**src/rtl/ps2_tx.sv**
```systemverilog
// PS/2 host-to-device transmitter: inhibit, request-to-send, clocked frame out, ack, wait for bus idle.
// Optional macro PS2_TX_ACK_CHECK_EN turns a device nack into a tx_error pulse.
module ps2_tx #(
  parameter int INHIBIT_CYCLES = 5000,
  parameter int TIMEOUT_CYCLES = 750000
) (
  input  logic       clock,
  input  logic       reset,
  input  logic [7:0] tx_data,
  input  logic       tx_start,
  output logic       tx_busy,
  output logic       tx_done,
  output logic       tx_error,
  input  logic       PS2_CLK_in,
  input  logic       PS2_DAT_in,
  output logic       clk_drive_low,
  output logic       dat_drive_low
);

  localparam int MAXC = (INHIBIT_CYCLES > TIMEOUT_CYCLES) ? INHIBIT_CYCLES : TIMEOUT_CYCLES;
  localparam int CW   = $clog2(MAXC + 1);
  localparam logic [CW-1:0] INH_LAST = CW'(INHIBIT_CYCLES - 1);
  localparam logic [CW-1:0] TO_LAST  = CW'(TIMEOUT_CYCLES - 1);

  typedef enum logic [2:0] {IDLE, INHIBIT, REQUEST, SEND, ACK, WAIT_IDLE} state_t;

  state_t          state, state_n;
  logic [2:0]      clk_sync;   // [1] is the synchronized level, [2] its previous value
  logic [1:0]      dat_sync;
  logic [7:0]      data_q, data_n;
  logic            parity_q, parity_n;
  logic [CW-1:0]   cnt, cnt_n;
  logic [3:0]      bit_cnt, bit_n;
  logic            clk_low_q, clk_low_n, dat_low_q, dat_low_n;
  logic            done_q, done_n, error_q, error_n;
  logic            sync_clk, sync_dat, fall, timeout;

  assign sync_clk = clk_sync[1];
  assign sync_dat = dat_sync[1];
  assign fall     = clk_sync[2] & ~clk_sync[1];
  // One counter serves both the inhibit period and the post-release timeout.
  assign timeout  = (state inside {SEND, ACK, WAIT_IDLE}) && (cnt == TO_LAST);

  always_ff @(posedge clock) begin
    if (reset) begin
      state     <= IDLE;
      clk_sync  <= 3'b111;
      dat_sync  <= 2'b11;
      data_q    <= '0;
      parity_q  <= 1'b0;
      cnt       <= '0;
      bit_cnt   <= '0;
      clk_low_q <= 1'b0;
      dat_low_q <= 1'b0;
      done_q    <= 1'b0;
      error_q   <= 1'b0;
    end else begin
      state     <= state_n;
      clk_sync  <= {clk_sync[1:0], PS2_CLK_in};
      dat_sync  <= {dat_sync[0], PS2_DAT_in};
      data_q    <= data_n;
      parity_q  <= parity_n;
      cnt       <= cnt_n;
      bit_cnt   <= bit_n;
      clk_low_q <= clk_low_n;
      dat_low_q <= dat_low_n;
      done_q    <= done_n;
      error_q   <= error_n;
    end
  end

  always_comb begin
    state_n   = state;
    data_n    = data_q;
    parity_n  = parity_q;
    cnt_n     = cnt;
    bit_n     = bit_cnt;
    clk_low_n = clk_low_q;
    dat_low_n = dat_low_q;
    done_n    = 1'b0;
    error_n   = 1'b0;
    if (timeout) begin
      state_n   = IDLE;
      clk_low_n = 1'b0;
      dat_low_n = 1'b0;
      error_n   = 1'b1;
    end else begin
      unique case (state)
        IDLE: begin
          clk_low_n = 1'b0;
          dat_low_n = 1'b0;
          if (tx_start && !tx_busy) begin
            data_n    = tx_data;
            parity_n  = ~^tx_data;
            cnt_n     = '0;
            clk_low_n = 1'b1;
            state_n   = INHIBIT;
          end
        end
        INHIBIT: begin
          if (cnt == INH_LAST) begin
            dat_low_n = 1'b1;
            state_n   = REQUEST;
          end else begin
            cnt_n = cnt + 1'b1;
          end
        end
        REQUEST: begin
          clk_low_n = 1'b0;
          cnt_n     = '0;
          bit_n     = '0;
          state_n   = SEND;
        end
        SEND: begin
          cnt_n = cnt + 1'b1;
          if (fall) begin
            bit_n = bit_cnt + 4'd1;
            if (bit_cnt < 4'd8) begin
              dat_low_n = ~data_q[bit_cnt[2:0]];
            end else if (bit_cnt == 4'd8) begin
              dat_low_n = ~parity_q;
            end else begin
              dat_low_n = 1'b0;
              state_n   = ACK;
            end
          end
        end
        ACK: begin
          cnt_n = cnt + 1'b1;
          if (fall) begin
`ifdef PS2_TX_ACK_CHECK_EN
            if (sync_dat) begin
              error_n = 1'b1;
              state_n = IDLE;
            end else begin
              state_n = WAIT_IDLE;
            end
`else
            state_n = WAIT_IDLE;
`endif
          end
        end
        WAIT_IDLE: begin
          cnt_n = cnt + 1'b1;
          if (sync_clk && sync_dat) begin
            done_n  = 1'b1;
            state_n = IDLE;
          end
        end
        default: state_n = IDLE;
      endcase
    end
  end

  assign tx_busy       = (state != IDLE) | done_q | error_q;
  assign tx_done       = done_q;
  assign tx_error      = error_q;
  assign clk_drive_low = clk_low_q;
  assign dat_drive_low = dat_low_q;

endmodule

```
**config.mk**
```make
export PLATFORM = sky130hd
export DESIGN_NAME = ps2_tx
export DESIGN_NICKNAME = d
export VERILOG_FILES = /design/src/rtl/ps2_tx.sv
export SDC_FILE = /design/constraint.sdc
export NUM_CORES = 1
export LEC_CHECK = 0
export CAP_MARGIN = 20
export CORE_ASPECT_RATIO = 1.1
export CORE_MARGIN = 10
export CORE_UTILIZATION = 63
export DETAILED_ROUTE_END_ITERATION = 10
export PLACE_DENSITY = 0.85
export SYNTH_ARGS = -nofsm -noshare
export SYNTH_HDL_FRONTEND = slang
export SYNTH_SLANG_ARGS = --single-unit
```
**constraint.sdc**
```tcl
create_clock -name clock -period 5.5 [get_ports clock]
set_input_delay 1.1 -clock clock [delete_from_list [all_inputs] [get_ports clock]]
set_output_delay 1.1 -clock clock [all_outputs]
set_load 0.1 [all_outputs]
```
==> impl_metrics.json <==
{
  "setup_viol": 0,
  "max_slew.worst_pin.slew_ns": 0.971,
  "pin_count": 18,
  "critical_path.top_delay_family": "buffers and inverters",
  "ys_seq_elements": 45,
  "path_class": "flop to primary output",
  "dr.pass1.iters": 5,
  "power_density_nw_per_um2": 244,
  "tritoncts": "yes",
  "max-vdd-ir-drop_v": 0.000138,
  "cp_num_buf_inv": 2,
  "initial_core_util": 0.669,
  "worstSetupStartpointType": "flop",
  "nets": 327,
  "hold_violations": 0,
  "cpPeakStageDelay_ns": 1.12,
  "p_leak_nw": 0.929,
  "syn_avg_cell_area_sq_um": 8.31,
  "dieArea_sq_um": 6900,
  "r2r-end": "cnt[7]$_SDFFE_PP0P_",
  "io_buffer_count": 17,
  "place.gp.congestion": 0.951,
  "arrival_ns": 2.46,
  "postCtsSetupRepairBufs": 0,
  "seq_area_sq_um": 901,
  "yosysWarningCount": 0,
  "wire_per_inst_um": 16.2,
  "grt_max_degree": 32,
  "reg2reg_depth": 6,
  "antennaDiodeCount": 0,
  "synth-edff-count": 0,
  "crit_required_ns": 4.40,
  "htree_num_levels": 2,
  "die-height_um": 86.1,
  "timing.final.max_slew_violations": 0,
  "route.vias.total": 2363,
  "holdCritStartpoint": "clk_sync[0]$_SDFF_PP1_",
  "cts_hold_buffers": 0,
  "intPower_mw": 0.503,
  "hp-class": "flop to flop",
  "wl_um": 5860,
  "swShare": 0.256,
  "hpwl_um": 4150,
  "end_kind": "primary output",
  "clkPwrFrac": 0.359,
  "drcViolationCount": 0,
  "max_freq_ghz": 0.281,
  "core_area_sq_um": 3740,
  "ant_nets": 0,
  "p_comb_frac": 0.132,
  "initialDrtViolationCount": 246,
  "relSlewSlack": 0.351,
  "report.power.total_mw": 0.676,
  "syn2layout_area_growth_pct": 10.9,
  "clk_latency_ns": 0.30,
  "grtUsageTotal": 0.177,
  "yosysSeqAreaShare": 0.360,
  "switchingPower_mw": 0.173,
  "tns_ns": 0,
  "die_w_um": 80.1,
  "cp_cell_sequence": "nor3_1 -> buf_4 -> nand2_1 -> clkdlybuf4s50_1",
  "syn_nets": 317,
  "worst_slack_ns": 1.94,
  "grt_pass1_vias": 2128,
  "multi_input_area_sq_um": 1490,
  "fin_util": 0.742,
  "fin_crit_ns": 3.56,
  "status": "finished clean",
  "clk_pin_slew_ns": 0.08,
  "cts_buffer_depth": 2,
  "fp-row-count": 23,
  "antenna_found_initial": 0,
  "drv_cap": 0,
  "min_path_cells": 1,
  "worstPathMaxFanout": 18,
  "drive_above_1_share": 0.0868,
  "seqPwrFrac": 0.509,
  "clock-sinks": 45,
  "rsz0062_at_grt": "no",
  "cp_num_cells": 4,
  "dp_slack_ns": 2.09,
  "async_flop_share": 0,
  "synthCells": 301,
  "synth.distinct_cells": 53,
  "finalCritPeriodShare": 0.646,
  "via_per_inst": 6.55,
  "r2r_slack_ns": 2.83,
  "skew_ns": 0.00771,
  "holdPathEnd": "clk_sync[1]$_SDFF_PP1_",
  "ctsResizeCount": 0,
  "clockRootBuffer": "clkbuf_8",
  "synthFlopType": "dfxtp_1",
  "cts_buffers": 5,
  "grt_pass1_wl_um": 10100,
  "syn_area_sq_um": 2500,
  "critPathSlowestCell": "clkdlybuf4s50_1",
  "grt.overflow.total": 0,
  "n_fill_cell": 284,
  "worstReg2RegStart": "cnt[0]$_SDFFE_PP0P_"
}
worst reg2reg max path, delay by kind of cell, from the launching register on:
family / cells / cell delay, ns
adder cells (fa/ha/maj): 1 / 0.27
AND/OR/NAND/NOR: 3 / 0.83
flip-flops: 1 / 0.43
AO/OA/AOI/OAI: 2 / 1.06
Yosys cell counts (3+ instances only):
cell,count,area share
o211ai_1,3,0.0090
nor3_1,6,0.012
or4_1,12,0.036
inv_1,6,0.0090
or3_1,12,0.030
and3_1,5,0.013
ha_1,3,0.015
a21oi_1,30,0.060
dfxtp_1,45,0.36
o21ai_1,11,0.022
xnor2_1,7,0.025
mux2i_1,5,0.020
nor2b_1,3,0.0075
or2_2,8,0.020
o21ai_0,3,0.0060
nand3_1,25,0.050
o31ai_1,8,0.024
nand2b_1,4,0.010
clkbuf_1,9,0.013
nor3b_1,3,0.0090
nand4_1,9,0.022
nor2_1,18,0.027
nand2_1,24,0.036
buf_2,5,0.010
sequential cells by signal (all words and copies together) (netlist names):
name	cells
dat_drive_low	1
tx_done	1
parity_q	1
clk_drive_low	1
tx_error	1
clk_sync	3
state	3
bit_cnt	4
dat_sync	2
cnt	20
data_q	8
cells by family after synthesis:
family | after synthesis | share of synthesized area
adders and majority gates | 3 | 0.0150
AOI/OAI and AO/OA | 71 | 0.189
buffers and inverters | 23 | 0.0430
and+or+nand+nor | 145 | 0.330
xor gates and xnor gates | 7 | 0.0245
DFF | 45 | 0.360
muxes | 7 | 0.0380
cells in the final DEF, fill, tap and decap left out, types with 6 or more instances in the layout:
master	synthesis	layout
a21oi_1	30	30
clkdlybuf4s50_1	0	17
dfxtp_1	45	45
inv_1	6	6
nand2_1	24	24
nand3_1	25	25
nand4_1	9	9
nor2_1	18	18
nor3_1	6	6
o21ai_1	11	11
o31ai_1	8	8
or2_2	8	8
or3_1	12	12
or4_1	12	12
xnor2_1	7	7
per-layer routing:
layer,vias up,GRT usage,routed length [um],part of all wire
li1,1145,-,-,-
met1,1097,0.217,2410,0.41
met2,101,0.281,2830,0.48
met3,20,0.0418,428,0.073
met4,0,0.0897,189,0.032
met5,-,0,0,0
cell type report:
type	count	area share
Multi-Input combinational cell	233	0.538
Sequential cell	45	0.324
Timing Repair Buffer	20	0.0694
Clock buffer	5	0.0248
Tap cell	50	0.0225
Clock inverter	2	0.0126
Inverter	6	0.00811
how the worst max path moves through the flow:
stage                                end  slack, ns             startpoint
finish                           tx_busy       1.94  state[0]$_SDFFE_PP0P_
global route                     tx_busy       1.86  state[0]$_SDFFE_PP0P_
CTS                              tx_busy       1.94  state[0]$_SDFFE_PP0P_
detailed placement  cnt[17]$_SDFFE_PP0P_       2.09               tx_start
global placement     cnt[5]$_SDFFE_PP0P_       2.16               tx_start
floorplan                        tx_busy       2.62     tx_done$_SDFF_PP0_
power groups by stage:
stage | clock (mW) | combinational, mW | sequential (mW)
5_1_grt | 0.262 | 0.0975 | 0.346
6_report | 0.243 | 0.0892 | 0.345
4_1_cts | 0.248 | 0.0892 | 0.345
3_5_place_dp | 0 | 0.0886 | 0.352
3_3_place_gp | 0 | 0.0869 | 0.352
2_1_floorplan | 0 | 0.0643 | 0.352
stage by stage:
step / instance area (sq um) / hold slack, ns / instances
floorplan: 2500 / 0.389 / 301
CTS: 2780 / 0.411 / 361
detailed placement: 2670 / 0.398 / 354
global route: 2780 / 0.419 / 361
finish: 2780 / 0.406 / 361
global placement: 2670 / 0.392 / 354
Power figures use the tool's default switching activity.
